[config.mk]
export PLATFORM = sky130hd
export DESIGN_NAME = lsu_sb_stage
export DESIGN_NICKNAME = d
export VERILOG_FILES = /design/src/rtl/lsu_pkg.sv /design/src/rtl/lsu_store_buffer.sv /design/src/rtl/lsu_sb_stage.sv
export SDC_FILE = /design/constraint.sdc
export NUM_CORES = 1
export LEC_CHECK = 0
export CELL_PAD_IN_SITES_DETAIL_PLACEMENT = 1
export CELL_PAD_IN_SITES_GLOBAL_PLACEMENT = 1
export CORE_UTILIZATION = 49
export CTS_BUF_LIST = sky130_fd_sc_hd__clkbuf_2
export CTS_CLUSTER_SIZE = 10
export DETAILED_ROUTE_END_ITERATION = 8
export PLACE_DENSITY_LB_ADDON = 0.1
export SYNTH_ARGS = -nofsm -noshare
export SYNTH_HDL_FRONTEND = slang
export SYNTH_HIERARCHICAL = 1
export SYNTH_SLANG_ARGS = --single-unit
[constraint.sdc]
create_clock -name clk -period 10 [get_ports clk]
set_input_delay 1 -clock clk [delete_from_list [all_inputs] [get_ports clk]]
set_output_delay 1 -clock clk [all_outputs]
set_load 0.005 [all_outputs]
[src/rtl/lsu_pkg.sv]
// Shared types, constants and lane helpers for the load/store stage and its store buffer.
package lsu_pkg;

  typedef enum logic [1:0] {
    SZ_B = 2'd0,
    SZ_H = 2'd1,
    SZ_W = 2'd2,
    SZ_D = 2'd3
  } lsu_size_e;

  localparam logic [6:0] ECODE_ALE = 7'h09;

  typedef enum logic [2:0] {
    LD_IDLE  = 3'd0,
    LD_CHECK = 3'd1,
    LD_REQ   = 3'd2,
    LD_WAIT  = 3'd3,
    LD_DONE  = 3'd4
  } ld_state_e;

  // Byte strobes for an access of the given size starting at byte lane 'lane'.
  function automatic logic [7:0] strb_gen(input lsu_size_e size, input logic [2:0] lane);
    logic [7:0] base;
    case (size)
      SZ_B:    base = 8'h01;
      SZ_H:    base = 8'h03;
      SZ_W:    base = 8'h0F;
      default: base = 8'hFF;
    endcase
    return base << lane;
  endfunction

  // Moves the addressed lane down to bit 0 and sign- or zero-extends it.
  function automatic logic [63:0] load_extract(input logic [63:0] data, input lsu_size_e size,
                                               input logic [2:0] lane, input logic is_unsigned);
    logic [63:0] sh;
    logic [63:0] res;
    sh = data >> {lane, 3'b000};
    case (size)
      SZ_B:    res = is_unsigned ? {56'b0, sh[7:0]}  : {{56{sh[7]}}, sh[7:0]};
      SZ_H:    res = is_unsigned ? {48'b0, sh[15:0]} : {{48{sh[15]}}, sh[15:0]};
      SZ_W:    res = is_unsigned ? {32'b0, sh[31:0]} : {{32{sh[31]}}, sh[31:0]};
      default: res = sh;
    endcase
    return res;
  endfunction

endpackage

[src/rtl/lsu_store_buffer.sv]
// In-order store buffer: circular FIFO of committed stores with a word-address hit
// query across all valid entries, used to hold back overlapping loads.
module lsu_store_buffer
  import lsu_pkg::*;
#(
  parameter int DEPTH  = 4,
  parameter int ADDR_W = 32,
  parameter int DATA_W = 32
) (
  input  logic                       clk,
  input  logic                       reset,
  input  logic                       push_i,
  input  logic [ADDR_W-1:0]          push_addr_i,
  input  logic [DATA_W-1:0]          push_data_i,
  input  logic [DATA_W/8-1:0]        push_strb_i,
  input  logic                       pop_i,
  output logic                       full_o,
  output logic                       empty_o,
  output logic [ADDR_W-1:0]          head_addr_o,
  output logic [DATA_W-1:0]          head_data_o,
  output logic [DATA_W/8-1:0]        head_strb_o,
  input  logic [ADDR_W-$clog2(DATA_W/8)-1:0] query_waddr_i,
  output logic                       hit_o
);

  localparam int OFF_W  = $clog2(DATA_W/8);
  localparam int WA_W   = ADDR_W - OFF_W;
  localparam int STRB_W = DATA_W/8;
  localparam int PTR_W  = $clog2(DEPTH);

  logic [WA_W-1:0]   waddr_mem [DEPTH];
  logic [DATA_W-1:0] data_mem  [DEPTH];
  logic [STRB_W-1:0] strb_mem  [DEPTH];

  logic [DEPTH-1:0] valid_q, valid_d;
  logic [PTR_W-1:0] head_q, tail_q;
  logic [DEPTH-1:0] hit_vec;

  assign empty_o = ~|valid_q;
  assign full_o  = &valid_q;

  // When full, a simultaneous pop and push target the same slot; the set must win.
  always_comb begin
    valid_d = valid_q;
    if (pop_i)  valid_d[head_q] = 1'b0;
    if (push_i) valid_d[tail_q] = 1'b1;
  end

  always_ff @(posedge clk) begin
    if (reset) begin
      valid_q <= '0;
      head_q  <= '0;
      tail_q  <= '0;
    end else begin
      valid_q <= valid_d;
      if (pop_i)  head_q <= head_q + 1'b1;
      if (push_i) tail_q <= tail_q + 1'b1;
    end
  end

  always_ff @(posedge clk) begin
    if (push_i) begin
      waddr_mem[tail_q] <= push_addr_i[ADDR_W-1:OFF_W];
      data_mem[tail_q]  <= push_data_i;
      strb_mem[tail_q]  <= push_strb_i;
    end
  end

  for (genvar gi = 0; gi < DEPTH; gi++) begin : g_cmp
    assign hit_vec[gi] = valid_q[gi] && (waddr_mem[gi] == query_waddr_i);
  end
  assign hit_o = |hit_vec;

  assign head_addr_o = empty_o ? '0 : {waddr_mem[head_q], {OFF_W{1'b0}}};
  assign head_data_o = empty_o ? '0 : data_mem[head_q];
  assign head_strb_o = empty_o ? '0 : strb_mem[head_q];

endmodule

[src/rtl/lsu_sb_stage.sv]
// EX->WB load/store stage: alignment check, store formatting into an in-order store
// buffer, and a load FSM that waits out overlapping buffered stores before reading.
module lsu_sb_stage
  import lsu_pkg::*;
#(
  parameter int DATA_W   = 32,
  parameter int ADDR_W   = 32,
  parameter int SB_DEPTH = 4
) (
  input  logic                clk,
  input  logic                reset,
  input  logic                flush,
  input  logic                in_valid,
  output logic                in_ready,
  input  logic                in_load,
  input  logic                in_store,
  input  logic [1:0]          in_size,
  input  logic                in_unsigned,
  input  logic [ADDR_W-1:0]   in_addr,
  input  logic [DATA_W-1:0]   in_wdata,
  output logic                out_valid,
  input  logic                out_ready,
  output logic [DATA_W-1:0]   out_data,
  output logic                out_excp,
  output logic [6:0]          out_ecode,
  output logic                rd_req_valid,
  input  logic                rd_req_ready,
  output logic [ADDR_W-1:0]   rd_addr,
  input  logic                rd_resp_valid,
  input  logic [DATA_W-1:0]   rd_resp_data,
  output logic                wr_valid,
  input  logic                wr_ready,
  output logic [ADDR_W-1:0]   wr_addr,
  output logic [DATA_W-1:0]   wr_data,
  output logic [DATA_W/8-1:0] wr_strb,
  output logic                sb_empty
);

  localparam int OFF_W  = $clog2(DATA_W/8);
  localparam int STRB_W = DATA_W/8;

  ld_state_e         state_q, state_d;
  logic              res_valid_q, res_valid_d;
  logic [DATA_W-1:0] res_data_q, res_data_d;
  logic              res_excp_q, res_excp_d;
  logic              drop_pending_q, drop_pending_d;
  logic [ADDR_W-1:0] ld_addr_q, ld_addr_d;
  lsu_size_e         ld_size_q, ld_size_d;
  logic              ld_uns_q, ld_uns_d;

  logic              sb_full, sb_hit, sb_push, sb_pop, sb_can_push;
  logic [2:0]        in_lane, ld_lane, size_mask;
  logic              misal, accept;
  logic [DATA_W-1:0] st_data;
  logic [STRB_W-1:0] st_strb;

  always_comb begin
    case (in_size)
      2'd0:    size_mask = 3'b000;
      2'd1:    size_mask = 3'b001;
      2'd2:    size_mask = 3'b011;
      default: size_mask = 3'b111;
    endcase
  end

  assign in_lane = 3'(in_addr[OFF_W-1:0]);
  assign ld_lane = 3'(ld_addr_q[OFF_W-1:0]);
  assign misal   = (in_load || in_store) &&
                   (((in_addr[2:0] & size_mask) != 3'b000) || ((in_size == 2'd3) && (DATA_W == 32)));

  assign sb_pop      = wr_valid && wr_ready;
  assign sb_can_push = !sb_full || sb_pop;
  assign in_ready    = (state_q == LD_IDLE) && !drop_pending_q && (!res_valid_q || out_ready) &&
                       (!in_store || sb_can_push);
  assign accept      = in_valid && in_ready && !flush;
  assign sb_push     = accept && in_store && !misal;

  assign st_data = in_wdata << {in_lane, 3'b000};
  assign st_strb = STRB_W'(strb_gen(lsu_size_e'(in_size), in_lane));

  lsu_store_buffer #(
    .DEPTH  (SB_DEPTH),
    .ADDR_W (ADDR_W),
    .DATA_W (DATA_W)
  ) u_sb (
    .clk           (clk),
    .reset         (reset),
    .push_i        (sb_push),
    .push_addr_i   (in_addr),
    .push_data_i   (st_data),
    .push_strb_i   (st_strb),
    .pop_i         (sb_pop),
    .full_o        (sb_full),
    .empty_o       (sb_empty),
    .head_addr_o   (wr_addr),
    .head_data_o   (wr_data),
    .head_strb_o   (wr_strb),
    .query_waddr_i (ld_addr_q[ADDR_W-1:OFF_W]),
    .hit_o         (sb_hit)
  );

  assign wr_valid  = !sb_empty;
  assign rd_addr   = {ld_addr_q[ADDR_W-1:OFF_W], {OFF_W{1'b0}}};
  assign out_valid = res_valid_q;
  assign out_data  = res_data_q;
  assign out_excp  = res_excp_q;
  assign out_ecode = res_excp_q ? ECODE_ALE : 7'h00;

  always_comb begin
    state_d        = state_q;
    res_valid_d    = res_valid_q;
    res_data_d     = res_data_q;
    res_excp_d     = res_excp_q;
    drop_pending_d = drop_pending_q;
    ld_addr_d      = ld_addr_q;
    ld_size_d      = ld_size_q;
    ld_uns_d       = ld_uns_q;
    rd_req_valid   = 1'b0;

    if (drop_pending_q && rd_resp_valid) drop_pending_d = 1'b0;
    if (res_valid_q && out_ready)        res_valid_d    = 1'b0;

    unique case (state_q)
      LD_IDLE: begin
        if (accept) begin
          if (misal) begin
            res_valid_d = 1'b1;
            res_data_d  = '0;
            res_excp_d  = 1'b1;
          end else if (in_store || !in_load) begin
            res_valid_d = 1'b1;
            res_data_d  = DATA_W'(in_addr);
            res_excp_d  = 1'b0;
          end else begin
            state_d   = LD_CHECK;
            ld_addr_d = in_addr;
            ld_size_d = lsu_size_e'(in_size);
            ld_uns_d  = in_unsigned;
          end
        end
      end
      // The request goes out straight from CHECK once no older store overlaps.
      LD_CHECK: begin
        if (!sb_hit) begin
          rd_req_valid = 1'b1;
          state_d      = rd_req_ready ? LD_WAIT : LD_REQ;
        end
      end
      LD_REQ: begin
        rd_req_valid = 1'b1;
        if (rd_req_ready) state_d = LD_WAIT;
      end
      LD_WAIT: begin
        if (rd_resp_valid) begin
          res_valid_d = 1'b1;
          res_data_d  = DATA_W'(load_extract(64'(rd_resp_data), ld_size_q, ld_lane, ld_uns_q));
          res_excp_d  = 1'b0;
          state_d     = LD_DONE;
        end
      end
      LD_DONE: begin
        if (out_ready) state_d = LD_IDLE;
      end
      default: state_d = LD_IDLE;
    endcase

    // A read already accepted by memory still owes a response; swallow it later.
    if (flush) begin
      if ((rd_req_valid && rd_req_ready) || (state_q == LD_WAIT && !rd_resp_valid))
        drop_pending_d = 1'b1;
      state_d     = LD_IDLE;
      res_valid_d = 1'b0;
    end
  end

  always_ff @(posedge clk) begin
    if (reset) begin
      state_q        <= LD_IDLE;
      res_valid_q    <= 1'b0;
      res_data_q     <= '0;
      res_excp_q     <= 1'b0;
      drop_pending_q <= 1'b0;
      ld_addr_q      <= '0;
      ld_size_q      <= SZ_B;
      ld_uns_q       <= 1'b0;
    end else begin
      state_q        <= state_d;
      res_valid_q    <= res_valid_d;
      res_data_q     <= res_data_d;
      res_excp_q     <= res_excp_d;
      drop_pending_q <= drop_pending_d;
      ld_addr_q      <= ld_addr_d;
      ld_size_q      <= ld_size_d;
      ld_uns_q       <= ld_uns_d;
    end
  end

endmodule

==> out/results.tsv <==
metric	value	unit
# rows	66	
via count	11011	
ratio of cells with drive above 1 in the final layout	17.7	%
Ys Warns	6	
commonest non-fill, non-tap cell in the layout	edfxtp_1	
wire per inst	24.2	um
WL met1	20.4	mm
outcome	finished, final reports clean	
# resized after CTS	0	
Die H	186	um
Min Clock Period, post-route	4.79	ns
peak per-stage delay on the critical path	0.60	ns
TritonCTS clock tree	done	
final instance area	19700	um2
WS Path Type	flop to output port	
TritonRoute pass-1 iters	5	
crit path max fanout	6	
setup tns final	0	ns
first-pass GRT wire length	69.9	mm
kind of end point of the critical path	output port	
Slew headroom	24.7	%
fin nets	1560	
Hold Buf Count CTS	0	
critical-path cell list	xor2_1 > nor4_1 > nand4_1 > nand4_1 > or3b_2 > a21oi_1 > clkdlybuf4s50_1	
number of enable flip-flop cells after synthesis	264	
max layer used	met5	
aggregate global routing overflow	0	
die outline width	186	um
Starting Density	50.3	%
DRT Wirelength	47.3	mm
Unique masters post-synth	55	
Startpoint Class	flop	
CTS H-tree lvls	3	
largest vdd supply drop	0.0836	mV
DP HPWL	32.3	mm
met3 WL post-DR	3.78	mm
R2R Path End	u_sb/waddr_mem[3][29]	
Worst path slowest cell	or3b_2	
WP data arrival	3.79	ns
Max Freq	209	MHz
vias per std cell	5.63	
vias in the first global route	11511	
fill count	3316	
pin slew with the least headroom to its limit	1.13	ns
total I/O pin count	254	
Worst-path clk slew	0.10	ns
total global-route track usage	27.8	%
CTS Buf Count	87	
Die Area	34500	um2
Hold EP	out_data[10]	
placer congestion estimate	0.907	
core area	32900	um2
Hold Startpoint	out_data[10]	
final setup violation count	0	
DP Area	18900	um2
post-route antenna net violation count	0	
type of the tightest min-delay check	flop to flop	
clock buffer depth	3	
largest net degree at the start of global routing	83	
Pins Over Slew Limit	0	
Fin. Hold Viols	0	
Area Growth Syn to Fin	19.4	%
ys flop type	edfxtp_1	
power density over cell area	143	nW/um2
Crit path required time	9.00	ns
Starting DRT DRC Count	808	
asr flop ratio synth	0	%
root buf cell	clkbuf_2	
initial antenna violation count	2	
hold depth	2	
clk_skew	0.0882	ns
synthesized instance count	1212	
buffers added on ports	244	
commonest non-fill, non-tap cells in the layout	edfxtp_1 (264), clkdlybuf4s50_1 (241), clkbuf_2 (138)	
CTS sink cnt	347	
max-cap violation count	0	
Mean Syn Cell Area	13.6	um2
cell area after synthesis	16500	um2
sequential element share of the synthesized area	58.0	%
DRC Markers	0	
Synth Register Bits	347	
final period utilization	47.9	%
unrepaired setup endpoints after global routing	no	
FF-to-FF Start	u_sb/valid_q[0]	
Reg2Reg Depth	8	
met2 wire length	22.1	mm
most used cell along the critical path	nand4_1	
Clk Latency, worst-skew pair	0.91	ns
Pleak	6.45	nW
Setup Fix Bufs, Post-CTS	0	
R2R Setup Slk	6.96	ns
worst max path at each step:
stage | start | end | slack, ns
4_1_cts | flop | wr_addr[6] | 5.12
3_5_place_dp | flush | u_sb/waddr_mem[1][5] | 6.03
6_report | ld_addr_q[2] | rd_req_valid | 5.21
3_3_place_gp | flop | wr_addr[6] | 6.10
2_1_floorplan | wr_ready | u_sb/data_mem[0][0] | 6.18
5_1_grt | flop | wr_addr[5] | 4.95
kinds of logic after synthesis:
kind of cell | Yosys count | share of synthesized area, %
buffers and inverters | 132 | 4.95
xor gates and xnor gates | 123 | 6.52
and+or+nand+nor | 319 | 10.3
muxes | 139 | 13.5
adders and majority gates | 8 | 0.606
other | 2 | 0.0454
AOI/OAI and AO/OA | 142 | 6.12
DFF | 347 | 58.0
critical path, delay by kind of cell (launching register included):
family | cells | cell delay [ns]
and+or+nand+nor | 4 | 1.25
DFF | 1 | 0.58
buffers and inverters | 1 | 0.55
xor gates and xnor gates | 1 | 0.32
AOI/OAI and AO/OA | 1 | 0.21
Yosys cell counts (2+ instances only):
library cell / count / area, um2
a211oi_1: 35 / 263
a211oi_2: 3 / 37.5
a21o_1: 8 / 60.1
a21oi_1: 46 / 230
a221oi_1: 5 / 43.8
a221oi_2: 11 / 165
and2_1: 12 / 75.1
and4_1: 2 / 17.5
and4b_1: 2 / 20.0
buf_1: 5 / 18.8
buf_2: 17 / 85.1
buf_4: 49 / 368
buf_6: 11 / 124
buf_8: 3 / 45.0
clkbuf_1: 40 / 150
conb_1: 2 / 7.51
dfxtp_1: 83 / 1660
edfxtp_1: 264 / 7930
ha_1: 8 / 100
inv_1: 6 / 22.5
mux2_4: 2 / 30.0
mux2i_1: 71 / 711
mux4_2: 66 / 1490
nand2_1: 25 / 93.8
nand2b_1: 6 / 37.5
nand3b_1: 3 / 22.5
nand4_1: 25 / 156
nor2_1: 109 / 409
nor2_2: 2 / 12.5
nor2b_1: 87 / 544
nor3_1: 19 / 95.1
nor4_1: 16 / 100
o21ai_0: 23 / 115
o21ai_1: 2 / 10.0
or2_2: 2 / 12.5
or3b_2: 2 / 17.5
xnor2_1: 79 / 692
xor2_1: 44 / 385
registers in the layout, indices dropped and copies added, names as in the netlist, 3 cells and up, named ones only:
| name | count |
|---|---|
| u_sb/waddr_mem | 120 |
| u_sb/strb_mem | 16 |
| u_sb/data_mem | 128 |
| state_q | 3 |
| out_data | 32 |
| u_sb/valid_q | 4 |
| ld_addr_q | 32 |
per-layer routing:
layer / track usage, % / up-vias
met3: 6.93 / 77
met1: 38.7 / 5540
met2: 43.2 / 440
met5: 0 / -
met4: 7.93 / 2
li1: - / 4952
final cells by class:
class	count	area (um2)	area share [%]
sequential	347	9590	48.6
tap	442	553	2.80
clock buffer	138	691	3.50
inverter	6	22.5	0.114
timing repair buffer	261	2550	13.0
antenna	3	7.51	0.0381
clock inverter	18	143	0.723
multi-input combinational	740	6160	31.2
where the power goes:
| group | switching (mW) | internal, mW | total (mW) |
|---|---|---|---|
| registers | 0.0163 | 1.57 | 1.58 |
| logic | 0.122 | 0.114 | 0.237 |
| clock network | 0.580 | 0.416 | 0.997 |
| total | 0.719 | 2.10 | 2.82 |
metrics by stage:
| step | util, % | instances | hold WS [ns] | worst slack, ns | total power [mW] |
|---|---|---|---|---|---|
| final | 60.0 | 1955 | 0.500 | 5.21 | 2.82 |
| after global routing | 60.0 | 1953 | 0.521 | 4.95 | 2.94 |
| after CTS | 60.0 | 1952 | 0.504 | 5.12 | 2.85 |
| after detailed placement | 57.5 | 1796 | 0.491 | 6.03 | 1.85 |
| after global placement | 57.5 | 1796 | 0.480 | 6.10 | 1.85 |
| after floorplan | - | 1219 | 0.482 | 6.18 | 1.73 |
Note: power is estimated with default switching activity, not from simulation.
